[src/rtl/hdmi_pattern_pkg.sv]
// Shared types and constants for the HDMI test-pattern sequencer.
//   pattern_e   : pattern selector (bars, stripes, border, moving bar)
//   seq_state_e : sequencer FSM states
//   COL_*       : 24-bit {R,G,B} colour constants
package hdmi_pattern_pkg;

  localparam int unsigned CX_W    = 11;
  localparam int unsigned CY_W    = 10;
  localparam int unsigned RGB_W   = 24;
  localparam int unsigned CNT_W   = 8;
  localparam int unsigned PAT_W   = 2;
  localparam int unsigned BAR_LEN = 32;

  typedef enum logic [PAT_W-1:0] {
    PAT_BARS    = 2'd0,
    PAT_STRIPES = 2'd1,
    PAT_BORDER  = 2'd2,
    PAT_MOVBAR  = 2'd3
  } pattern_e;

  typedef enum logic [1:0] {
    WAIT_SOF = 2'd0,
    AUTO     = 2'd1,
    HOLD     = 2'd2
  } seq_state_e;

  localparam logic [RGB_W-1:0] COL_WHITE   = 24'hFFFFFF;
  localparam logic [RGB_W-1:0] COL_YELLOW  = 24'hFFFF00;
  localparam logic [RGB_W-1:0] COL_CYAN    = 24'h00FFFF;
  localparam logic [RGB_W-1:0] COL_GREEN   = 24'h00FF00;
  localparam logic [RGB_W-1:0] COL_MAGENTA = 24'hFF00FF;
  localparam logic [RGB_W-1:0] COL_RED     = 24'hFF0000;
  localparam logic [RGB_W-1:0] COL_BLUE    = 24'h0000FF;
  localparam logic [RGB_W-1:0] COL_BLACK   = 24'h000000;
  localparam logic [RGB_W-1:0] COL_GREY    = 24'h404040;

endpackage

[src/rtl/hdmi_pattern_gen.sv]
// Combinational pattern lookup.
//   pattern    : pattern to render
//   cx, cy     : pixel coordinate (assumed inside the active area)
//   bar_x      : left edge of the moving bar
//   rgb_next_c : {R,G,B} for that pixel, unregistered
module hdmi_pattern_gen
  import hdmi_pattern_pkg::*;
#(
  parameter int unsigned SCREEN_WIDTH  = 1280,
  parameter int unsigned SCREEN_HEIGHT = 720
) (
  input  pattern_e           pattern,
  input  logic [CX_W-1:0]    cx,
  input  logic [CY_W-1:0]    cy,
  input  logic [CX_W-1:0]    bar_x,
  output logic [RGB_W-1:0]   rgb_next_c
);

  // Bar edges as constant multiples of the bar width.
  localparam logic [CX_W-1:0] BAR1 = CX_W'(1 * SCREEN_WIDTH / 8);
  localparam logic [CX_W-1:0] BAR2 = CX_W'(2 * SCREEN_WIDTH / 8);
  localparam logic [CX_W-1:0] BAR3 = CX_W'(3 * SCREEN_WIDTH / 8);
  localparam logic [CX_W-1:0] BAR4 = CX_W'(4 * SCREEN_WIDTH / 8);
  localparam logic [CX_W-1:0] BAR5 = CX_W'(5 * SCREEN_WIDTH / 8);
  localparam logic [CX_W-1:0] BAR6 = CX_W'(6 * SCREEN_WIDTH / 8);
  localparam logic [CX_W-1:0] BAR7 = CX_W'(7 * SCREEN_WIDTH / 8);

  localparam logic [CY_W-1:0] STRIPE1 = CY_W'(SCREEN_HEIGHT / 3);
  localparam logic [CY_W-1:0] STRIPE2 = CY_W'(2 * SCREEN_HEIGHT / 3);

  localparam logic [CX_W-1:0] X_LAST = CX_W'(SCREEN_WIDTH - 1);
  localparam logic [CY_W-1:0] Y_LAST = CY_W'(SCREEN_HEIGHT - 1);

  // Moving-bar window compared one bit wider so bar_x+32 never overflows.
  logic [CX_W:0] cx_w;
  logic [CX_W:0] bar_lo;
  logic [CX_W:0] bar_hi;

  assign cx_w   = (CX_W+1)'(cx);
  assign bar_lo = (CX_W+1)'(bar_x);
  assign bar_hi = (CX_W+1)'(bar_x) + (CX_W+1)'(BAR_LEN);

  // Pattern lookup.
  always_comb begin
    rgb_next_c = COL_BLACK;
    case (pattern)
      PAT_BARS: begin
        if      (cx < BAR1) rgb_next_c = COL_WHITE;
        else if (cx < BAR2) rgb_next_c = COL_YELLOW;
        else if (cx < BAR3) rgb_next_c = COL_CYAN;
        else if (cx < BAR4) rgb_next_c = COL_GREEN;
        else if (cx < BAR5) rgb_next_c = COL_MAGENTA;
        else if (cx < BAR6) rgb_next_c = COL_RED;
        else if (cx < BAR7) rgb_next_c = COL_BLUE;
        else                rgb_next_c = COL_BLACK;
      end
      PAT_STRIPES: begin
        if      (cy < STRIPE1) rgb_next_c = COL_RED;
        else if (cy < STRIPE2) rgb_next_c = COL_GREEN;
        else                   rgb_next_c = COL_BLUE;
      end
      PAT_BORDER: begin
        if      (cx == '0)                      rgb_next_c = COL_RED;
        else if (cy == '0)                      rgb_next_c = COL_GREEN;
        else if ((cx == X_LAST) || (cy == Y_LAST)) rgb_next_c = COL_BLUE;
        else                                    rgb_next_c = COL_BLACK;
      end
      default: begin
        if ((cx_w >= bar_lo) && (cx_w < bar_hi)) rgb_next_c = COL_WHITE;
        else                                     rgb_next_c = COL_GREY;
      end
    endcase
  end

endmodule

[src/rtl/hdmi_pattern_sequencer.sv]
// Test-pattern sequencer: detects frame starts from the encoder's cx/cy,
// selects and advances the pattern at frame boundaries only, and registers
// the rendered pixel one clock after the coordinate it belongs to.
//   clk_pixel, sys_resetn : pixel clock, async active-low reset
//   cx, cy                : encoder pixel/line counters
//   auto_en               : auto-advance enable (sampled at frame start)
//   step_req, sel_valid   : one-cycle requests, applied at next frame start
//   sel_idx               : pattern forced by sel_valid
//   rgb                   : registered pixel to the encoder
//   pattern_idx           : pattern currently displayed
//   frame_start           : registered pulse for a sampled (0,0)
//   frame_cnt             : frames shown of the current pattern
module hdmi_pattern_sequencer
  import hdmi_pattern_pkg::*;
#(
  parameter int unsigned FRAME_WIDTH        = 1650,
  parameter int unsigned FRAME_HEIGHT       = 750,
  parameter int unsigned SCREEN_WIDTH       = 1280,
  parameter int unsigned SCREEN_HEIGHT      = 720,
  parameter int unsigned FRAMES_PER_PATTERN = 120,
  parameter int unsigned BAR_STEP           = 4
) (
  input  logic              clk_pixel,
  input  logic              sys_resetn,
  input  logic [CX_W-1:0]   cx,
  input  logic [CY_W-1:0]   cy,
  input  logic              auto_en,
  input  logic              step_req,
  input  logic              sel_valid,
  input  logic [PAT_W-1:0]  sel_idx,
  output logic [RGB_W-1:0]  rgb,
  output logic [PAT_W-1:0]  pattern_idx,
  output logic              frame_start,
  output logic [CNT_W-1:0]  frame_cnt
);

  localparam logic [CX_W-1:0]  SCR_W    = CX_W'(SCREEN_WIDTH);
  localparam logic [CY_W-1:0]  SCR_H    = CY_W'(SCREEN_HEIGHT);
  localparam logic [CNT_W-1:0] CNT_LAST = CNT_W'(FRAMES_PER_PATTERN - 1);
  localparam logic [CNT_W-1:0] CNT_MAX  = '1;
  localparam logic [CX_W:0]    STEP_W   = (CX_W+1)'(BAR_STEP);
  localparam logic [CX_W:0]    SCR_W_W  = (CX_W+1)'(SCREEN_WIDTH);

  // Frame geometry is owned by the encoder; kept for interface completeness.
  localparam int unsigned FRAME_PIXELS = FRAME_WIDTH * FRAME_HEIGHT;
  if (FRAME_PIXELS == 0) begin : g_bad_frame
    $error("frame size must be non-zero");
  end

  seq_state_e              state_q,       state_d;
  pattern_e                pattern_q,     pattern_d;
  logic [CNT_W-1:0]        frame_cnt_q,   frame_cnt_d;
  logic [CX_W-1:0]         bar_x_q,       bar_x_d;
  logic [RGB_W-1:0]        rgb_q,         rgb_d;
  logic                    frame_start_q, frame_start_d;
  logic                    sel_pend_q,    sel_pend_d;
  logic [PAT_W-1:0]        sel_idx_q,     sel_idx_d;
  logic                    step_pend_q,   step_pend_d;

  logic                    sof_c;
  logic [CX_W:0]           bar_sum_c;
  logic [RGB_W-1:0]        gen_rgb_c;
  logic                    active_c;

  assign sof_c     = (cx == '0) && (cy == '0);
  assign active_c  = (cx < SCR_W) && (cy < SCR_H);
  assign bar_sum_c = (CX_W+1)'(bar_x_q) + STEP_W;

  // State register.
  always_ff @(posedge clk_pixel or negedge sys_resetn) begin
    if (!sys_resetn) begin
      state_q       <= WAIT_SOF;
      pattern_q     <= PAT_BARS;
      frame_cnt_q   <= '0;
      bar_x_q       <= '0;
      rgb_q         <= '0;
      frame_start_q <= 1'b0;
      sel_pend_q    <= 1'b0;
      sel_idx_q     <= '0;
      step_pend_q   <= 1'b0;
    end else begin
      state_q       <= state_d;
      pattern_q     <= pattern_d;
      frame_cnt_q   <= frame_cnt_d;
      bar_x_q       <= bar_x_d;
      rgb_q         <= rgb_d;
      frame_start_q <= frame_start_d;
      sel_pend_q    <= sel_pend_d;
      sel_idx_q     <= sel_idx_d;
      step_pend_q   <= step_pend_d;
    end
  end

  // Next-state: requests latch mid-frame; everything changes only at (0,0).
  always_comb begin
    state_d       = state_q;
    pattern_d     = pattern_q;
    frame_cnt_d   = frame_cnt_q;
    bar_x_d       = bar_x_q;
    frame_start_d = sof_c;
    sel_pend_d    = sel_pend_q;
    sel_idx_d     = sel_idx_q;
    step_pend_d   = step_pend_q;

    if (sof_c) begin
      // Requests seen on the boundary cycle itself wait for the next one.
      sel_pend_d  = sel_valid;
      step_pend_d = step_req;
      if (sel_valid) sel_idx_d = sel_idx;

      if (bar_sum_c >= SCR_W_W) bar_x_d = CX_W'(bar_sum_c - SCR_W_W);
      else                      bar_x_d = CX_W'(bar_sum_c);

      if (sel_pend_q) begin
        pattern_d   = pattern_e'(sel_idx_q);
        frame_cnt_d = '0;
      end else if (step_pend_q) begin
        pattern_d   = pattern_e'(PAT_W'(pattern_q) + PAT_W'(1));
        frame_cnt_d = '0;
      end else begin
        case (state_q)
          AUTO: begin
            if (frame_cnt_q == CNT_LAST) begin
              pattern_d   = pattern_e'(PAT_W'(pattern_q) + PAT_W'(1));
              frame_cnt_d = '0;
            end else begin
              frame_cnt_d = frame_cnt_q + CNT_W'(1);
            end
          end
          HOLD: begin
            if (frame_cnt_q != CNT_MAX) frame_cnt_d = frame_cnt_q + CNT_W'(1);
          end
          default: ;
        endcase
      end

      state_d = auto_en ? AUTO : HOLD;
    end else begin
      if (sel_valid) begin
        sel_pend_d = 1'b1;
        sel_idx_d  = sel_idx;
      end
      if (step_req) step_pend_d = 1'b1;
    end
  end

  // Render with the next pattern/bar so the boundary pixel uses the new frame's settings.
  hdmi_pattern_gen #(
    .SCREEN_WIDTH  (SCREEN_WIDTH),
    .SCREEN_HEIGHT (SCREEN_HEIGHT)
  ) u_gen (
    .pattern    (pattern_d),
    .cx         (cx),
    .cy         (cy),
    .bar_x      (bar_x_d),
    .rgb_next_c (gen_rgb_c)
  );

  // Blank outside the active area and until the first frame start.
  always_comb begin
    rgb_d = '0;
    if ((state_d != WAIT_SOF) && active_c) rgb_d = gen_rgb_c;
  end

  assign rgb         = rgb_q;
  assign pattern_idx = PAT_W'(pattern_q);
  assign frame_start = frame_start_q;
  assign frame_cnt   = frame_cnt_q;

endmodule

[config.mk]
export PLATFORM = sky130hd
export DESIGN_NAME = hdmi_pattern_sequencer
export DESIGN_NICKNAME = d
export VERILOG_FILES = /design/src/rtl/hdmi_pattern_pkg.sv /design/src/rtl/hdmi_pattern_gen.sv /design/src/rtl/hdmi_pattern_sequencer.sv
export SDC_FILE = /design/constraint.sdc
export NUM_CORES = 1
export LEC_CHECK = 0
export CAP_MARGIN = 25
export CORE_UTILIZATION = 54
export DETAILED_ROUTE_END_ITERATION = 6
export PLACE_DENSITY_LB_ADDON = 0.15
export SKIP_CTS_REPAIR_TIMING = 1
export SLEW_MARGIN = 15
export SYNTH_ARGS = -nofsm -noshare
export SYNTH_HDL_FRONTEND = slang
export SYNTH_SLANG_ARGS = --single-unit
[constraint.sdc]
create_clock -name clk_pixel -period 5.9 [get_ports clk_pixel]
set_input_delay 1.18 -clock clk_pixel [delete_from_list [all_inputs] [get_ports clk_pixel]]
set_output_delay 1.18 -clock clk_pixel [all_outputs]
set_load 0.01 [all_outputs]
==> results of run 1 <==
-- final timing paths --
kind	start	end	depth (start not counted)
max	cx[10]	rgb[7]	16
min	sel_idx_q[1]	sel_idx_q[1]	1
max reg2reg	bar_x_q[4]	rgb[21]	13
min reg2reg	sel_idx_q[1]	sel_idx_q[1]	1
max in group asynchronous	sys_resetn	bar_x_q[9]	2
min in group asynchronous	sys_resetn	frame_cnt[7]	2
-- state kept, by name (all words and copies together), names as in the netlist --
signal / cells
bar_x_q: 9
frame_cnt: 8
frame_start: 1
pattern_idx: 2
rgb: 6
sel_idx_q: 2
sel_pend_q: 1
state_q: 2
step_pend_q: 1
-- Yosys cell counts, drive strengths merged, types with 2 or more instances --
cell type	count
nand4	8
nand2b	8
mux2i	4
a21o	3
buf	21
xor2	2
a22o	2
o21ai	20
nor2	19
nand2	26
xnor2	6
a211oi	2
or3	2
ha	18
o31a	2
and4	3
inv	13
a31oi	6
nor4	8
nor3	8
o211ai	3
nor3b	3
o21a	3
a2111oi	2
nand3b	2
and3b	2
mux2	2
nand4b	2
nor4b	2
nor2b	6
a211o	2
a21oi	7
and3	6
o31ai	8
and2	2
or2	3
nand3	11
dfrtp	32
clkbuf	8
-- per-stage QoR --
stage                     area [um2]  power (uW)  hold WS [ns]  instances  setup slack (ns)
after floorplan                 2626       248.3        0.4804        302             1.789
after global placement          3144       282.5        0.5030        391            0.9548
after detailed placement        3144       283.3        0.4998        391            0.8132
after CTS                       3256       494.0        0.5153        399             1.084
after global routing            3256       509.0        0.5364        399            0.7057
final                           3256       493.3        0.5103        399             1.083
-- routing by layer --
metal	wire (um)	part of all wire (%)	up-vias	track usage (%)
met4	48	0.78	0	7.843
met3	269	4.4	4	5.767
met2	3072	50	64	45.39
met1	2790	45	1135	32.50
li1	-	-	1191	-
met5	0	0	-	0
-- worst max-delay path: stages --
cell,delay [ns]
sky130_fd_sc_hd__clkdlybuf4s50_1,0.56
sky130_fd_sc_hd__nor4_2,0.37
sky130_fd_sc_hd__and4_1,0.33
sky130_fd_sc_hd__nand2_2,0.16
sky130_fd_sc_hd__inv_2,0.18
sky130_fd_sc_hd__nand4_1,0.13
sky130_fd_sc_hd__xor2_1,0.31
sky130_fd_sc_hd__inv_1,0.11
sky130_fd_sc_hd__ha_1,0.28
sky130_fd_sc_hd__inv_1,0.04
sky130_fd_sc_hd__ha_1,0.27
sky130_fd_sc_hd__a2111oi_0,0.44
sky130_fd_sc_hd__a21oi_1,0.12
sky130_fd_sc_hd__o211ai_1,0.18
sky130_fd_sc_hd__o22ai_1,0.18
sky130_fd_sc_hd__nor3_2,0.21
-- report_power, final --
part           leakage [uW]  total, uW  internal (uW)  switching [uW]
combinational      0.000903       57.8           29.0            28.8
sequential         0.000417        221            221           0.817
clock             0.0000541        214            125            89.2
-- kinds of logic after synthesis --
family          count (synthesis)
xor+xnor                        8
compound gates                 73
simple gates                  123
mux                             6
fa+ha+maj                      18
flops                          32
buf+inv                        42
-- area by class of cell --
cell class                      instances  area [um2]
Clock buffer                            5       68.82
Sequential cell                        32       800.8
Multi-Input combinational cell        228        1592
Fill cell                             397        1436
Tap cell                               54       67.56
Clock inverter                          3       42.54
Inverter                               13       48.80
Timing Repair Buffer                   64       635.6
==> reports/summary.md, run 1 <==
The run finished with clean final reports. From synthesis to final layout, the design area changed by 23.96%. Derived from the worst setup path, the maximum achievable clock frequency is 207.6 MHz. The count of flip-flops with a built-in enable after synthesis was 0; the number of CTS-inserted buffers was 5. Cells with a size suffix above 1 make up 7.826% of the layout. In this run the count of I/O pins placed on the die edge is 63. The library cells used most frequently in the layout, excluding fill and tap cells, are sky130_fd_sc_hd__clkdlybuf4s50_1 (62), sky130_fd_sc_hd__dfrtp_1 (32), sky130_fd_sc_hd__nand2_1 (25). For the worst setup path, the data arrival time is 5.03 ns. The worst clock skew was 0.002638 ns. The share of synthesized flip-flops with an asynchronous set or reset works out to 100.0%. In the routed design, unresolved DRC markers number 0. The average instance area after synthesis is 8.696 um2.

The number of standard-cell rows in the floorplan is 25. The logs give 0 for the antenna cell count and 6.11 ns for the required time reported for the critical path endpoint. The total of endpoints with negative setup slack in the final report came out at 0. The areal power density over the cells is 151.5 mW/mm2, and the register bit count reported by yosys is 32. Of the post-synthesis cell area, the part taken by muxes is 2.382%. The slew at the pin with the worst max-slew slack is 0.6868 ns.

The detailed router placed 2394 vias in this run. The clock period could shrink to 4.817 ns. After the first detailed-routing iteration, the DRC count stood at 144. The synthesized netlist devotes 2.668% of its cell area to XOR and XNOR gates.

The region available for standard cell placement spans 0.004692 mm2. Leaving out fill and tap cells, the most frequent cell in the layout is sky130_fd_sc_hd__clkdlybuf4s50_1. The run gives 0 as the final number of hold-violating endpoints.

Along the worst path, the maximum fanout reaches 10. Number of distinct standard cells referenced by the synthesized netlist: 62. The clock drives 32 sinks. Once detail routing completed, the nets flagged for antenna violations numbered 0. The area fraction in compound gates after synthesis is 19.87%, and the quantity of I/O buffers inserted on ports is 62.

VDD sags by at most 0.2070 mV. In the final design database the tool counted 390 nets. The run gives 0 as the initial antenna violation count. The total overflow left after global routing is 0. The count of final max-slew check failures came out at 0.

After Yosys synthesis, and, or, nand and nor cells account for 27.11% of the synthesized area. The via count of the first global-routing pass is 2298, and the HPWL after detailed placement is 4773 um. At the end of the flow the core is filled with cells to 69.39%. The element type at the critical path end was a flip-flop. Entering global routing, the biggest net connects 33 pins. For the global placer's final weighted congestion, the log shows 0.8794. The detailed-route vias per instance was 6.000; the worst-case register-to-register setup slack was 2.48 ns. The worst hold path belongs to the class flip-flop to flip-flop. In this run the tightest slew margin relative to its limit is 54.21%. The logs give 0.001374 uW for the cell leakage power and 2 for the depth of the CTS H-tree.

No sink is reached through more buffers than the 2 on the longest clock path. TritonCTS built the clock tree. The initial utilization of the core area, before any placement, comes to 55.97%. The total routing usage reported by global routing was 26.15%; the horizontal die dimension was 71.74 um. The area share of the leading cell type in the synthesized netlist is 30.49%, and the die extent in y is 71.74 um.

After synthesis, the largest family of logic cells by area is simple AND/OR/NAND/NOR gates. The total length of routed wires came out at 6180 um. The cell taking the most area after synthesis was sky130_fd_sc_hd__dfrtp_1. The mapped netlist covers 0.002626 mm2.

The clock transition time at the flip-flop clock pins of the worst setup and hold paths is 0.07 ns, and the area of the die is 0.005147 mm2. Most frequently used flop master after synthesis: sky130_fd_sc_hd__dfrtp_1. Setup total negative slack on the finished layout was measured at 0 ns. For the worst-skew pair, the clock arrives at the later sink with an insertion delay of 0.29 ns. After detailed routing, the average wire length per cell comes to 15.49 um.

The share of the clock period used by the worst path was 81.64%. Before antenna repair, the detailed router went through 4 iterations. The library cell used as clock root buffer was sky130_fd_sc_hd__clkbuf_8. The global-route wire length before repair is 10560 um. Category of the most critical setup path: primary input to flip-flop. Of the total synthesized cell area, the portion taken by full adders, half adders and majority gates is 8.576%. After technology mapping, the gate count stands at 302. Synthesis produced a netlist with a net count of 348. Setup repair after global routing left no endpoint under its margin.

STA classifies the critical path startpoint as a primary input. The total of warnings raised by yosys is 0, and the sequential fraction of the synthesis area is 30.49%. In the post-synthesis netlist, the biggest area contributors are sky130_fd_sc_hd__dfrtp_1 (30%), sky130_fd_sc_hd__ha_1 (8.6%), sky130_fd_sc_hd__buf_4 (5.7%), sky130_fd_sc_hd__o21ai_0 (3.8%), sky130_fd_sc_hd__nand2_1 (3.6%). Across the run, the number of max-cap violations was 0.
No activity file was read; power rests on OpenSTA's default activity.
==> run 2, diff against run 1 <==
- CORE_UTILIZATION: 54 -> 46
- clock period: 5.9 -> 4.1 ns (I/O delays scaled with it)
==> reports/summary.md, run 2 (same netlist as run 1, synthesis figures left out) <==
The run finished, with violations left. The checks that failed: design-rule violations. The first-iteration detailed-routing DRC count came out at 186 (+29%). The count of final max-slew check failures was 0 (unchanged). Category of the most critical setup path: primary input to flip-flop.

Compared with the post-synthesis result, the final layout area differs by 43.21%. The final number of hold-violating endpoints is 0 (unchanged). The data arrival at the endpoint of the critical path is 4.19 ns (-0.84 ns).

The tools report the total global routing overflow as 0 (unchanged). The logs give 456 (+17%) for the number of cells in the design after placement and 47.69% (-8.3 points) for the effective utilization at floorplan. The horizontal die dimension came out at 77.56 um (+8.1%). The number of CTS-inserted buffers was 5 (unchanged).

The worst setup path is launched from a primary input. Via count of the first global-routing pass: 2447 (+6.5%). The depth of the CTS H-tree was 2 (unchanged). The min-delay analysis places its worst path in the category flip-flop to flip-flop.

Latest clock arrival within the worst-skew pair: 0.30 ns (about the same). For the worst slew margin relative to its limit, the log shows 53.80% (-0.42 points). The run gives 0.005507 mm2 (+17%) as the standard cell core area.

The worst path needs 3.981 ns of the cycle, external delays included. For the residual DRC count, the log shows 2 (+2). The flip-flop count of the largest register after layout was 9 (unchanged); the worst hold-check slack was 0.5318 ns (+0.02147 ns). The number of nets with antenna violations after detailed routing is 0 (unchanged). TritonCTS built the clock tree. The slew at the pin with the worst max-slew slack was 0.6871 ns (+0.0003577 ns). The tools report the area of the die as 0.006016 mm2 (+17%). The HPWL after detailed placement was 5527 um (+16%); the initial antenna violation count was 0 (unchanged). The top register by number of flip-flops is bar_x_q. The total number of vias was 2602 (+8.7%).

The worst slack at placement was -0.2910 ns (-1.104 ns). The die extent in y was 77.56 um (+8.1%). The proportion of layout cells with a drive suffix above 1 works out to 22.28% (+14 points). For the final standard cell count with taps included and fillers excluded, the log shows 467 (+17%). The tools report the worst clock skew as 0.01248 ns (+0.009841 ns).

Maximum clock path buffer count: 2 (unchanged). The run gives 251.2 MHz as the maximum frequency from static timing analysis. For the total routing usage reported by global routing, the log shows 24.38% (-1.8 points). In the layout the commonest cells are sky130_fd_sc_hd__clkdlybuf4s50_1 (54), sky130_fd_sc_hd__buf_4 (51), sky130_fd_sc_hd__dfrtp_1 (32). Highest fanout seen on the critical path: 4 (-6). The share of the clock period used by the worst path is 97.11%.

STA classifies the critical path endpoint as a flip-flop. The quantity of I/O buffers inserted on ports came out at 62 (unchanged). Detailed-route vias per instance: 5.572 (-7.1%). The clock transition time at the flip-flop clock pins of the worst setup and hold paths came out at 0.07 ns (about the same). The logs give 7115 um (+15%) for the total length of routed wires and 0.1185 ns (-0.9646 ns) for the post-route worst setup slack. The tools report the number of sinks on the clock net as 32 (unchanged).

For the number of top-level pins, the log shows 63 (unchanged). The number of standard-cell rows in the floorplan was 27 (+8.0%); the number of cells on the worst hold path was 1 (unchanged). The tools report the final-stage net count as 440 (+13%).

The tools report the number of max-cap violations as 0 (unchanged). The tools report the first-pass iteration count of the detailed router as 7 (+3). The logs give 33 (unchanged) for the largest net degree at the start of global routing and 0 (unchanged) for the antenna cell count. The global-route wire length before repair is 11520 um (+9.2%), and the maximum ir drop on the vdd rail is 0.2843 mV (+37%). The routed length per placed instance was 15.24 um (-1.6%). The most common cell after layout, fill and taps aside was sky130_fd_sc_hd__clkdlybuf4s50_1. The areal power density over the cells was 193.1 mW/mm2 (+27%); the setup TNS after final layout was 0 ns (unchanged). CTS placed an instance of sky130_fd_sc_hd__clkbuf_8 at the clock tree root. The total of endpoints with negative setup slack in the final report is 0 (unchanged).

The global placer's final weighted congestion was 0.8324 (-5.3%); the length in cells of the worst reg-to-reg path was 14 (+1). The required time reported for the critical path endpoint came out at 4.31 ns (-1.80 ns). The cell leakage power came out at 0.001732 uW (+26%).
[run 2: changes by cell type in the layout (fill, tap and decap cells not counted), moves of 2 or more]
cell / previous run / this run
sky130_fd_sc_hd__clkdlybuf4s50_1: 62 / 54
sky130_fd_sc_hd__buf_4: 2 / 51
sky130_fd_sc_hd__dlymetal6s2s_1: 0 / 8
sky130_fd_sc_hd__ha_1: 18 / 16
[run 2: through the flow]
stage,cell area [um2],utilization (%),total power (uW)
after floorplan,2626,-,357.3
after global placement,3520,63.92,423.6
after detailed placement,3520,63.92,425.8
after CTS,3627,65.87,725.9
after global routing,3761,68.30,749.0
final,3761,68.30,726.4
[run 2: metal layers]
layer / track usage [%] / vias to the layer above / part of all wire, %
met2: 42.30 / 77 / 50
met1: 29.47 / 1227 / 44
met4: 9.811 / 0 / 1.5
li1: - / 1288 / -
met5: 0 / - / 0
met3: 4.706 / 10 / 4.6
[run 2: final timing paths]
kind	endpoint	start	slack, ns
hold reg to reg	sel_idx_q[1]	sel_idx_q[1]	0.53
hold / removal	sel_idx_q[1]	sel_idx_q[1]	0.53
min in group asynchronous	bar_x_q[8]	sys_resetn	0.92
setup / recovery	rgb[7]	cx[6]	0.12
setup reg to reg	rgb[7]	bar_x_q[4]	0.68
max in group asynchronous	bar_x_q[9]	sys_resetn	2.87
[run 2: worst max-delay path, stage by stage]
cell	delay (ns)
sky130_fd_sc_hd__clkdlybuf4s50_1	0.43
sky130_fd_sc_hd__nor3_2	0.27
sky130_fd_sc_hd__and4_1	0.30
sky130_fd_sc_hd__nand2_4	0.09
sky130_fd_sc_hd__inv_2	0.08
sky130_fd_sc_hd__nand4_1	0.16
sky130_fd_sc_hd__xor2_2	0.27
sky130_fd_sc_hd__inv_2	0.08
sky130_fd_sc_hd__ha_1	0.23
sky130_fd_sc_hd__xnor2_1	0.17
sky130_fd_sc_hd__ha_1	0.24
sky130_fd_sc_hd__o21a_1	0.18
sky130_fd_sc_hd__o211ai_1	0.22
sky130_fd_sc_hd__a21oi_2	0.06
sky130_fd_sc_hd__o211ai_1	0.17
sky130_fd_sc_hd__o22ai_1	0.10
sky130_fd_sc_hd__buf_4	0.15
sky130_fd_sc_hd__nor3_2	0.16
[run 2: layout make-up]
class	count	area [um2]
clock inverter	2	35.03
clock buffer	6	72.57
fill	423	1745
tap	72	90.09
timing repair buffer	114	1035
inverter	13	48.80
multi-input combinational	228	1679
sequential	32	800.8
[run 2: power by group]
part | leakage [uW] | switching, uW | internal, uW
Combinational | 0.00126 | 47.9 | 56.3
Clock | 0.0000552 | 123 | 180
Sequential | 0.000417 | 1.23 | 318
Total | 0.00173 | 172 | 554
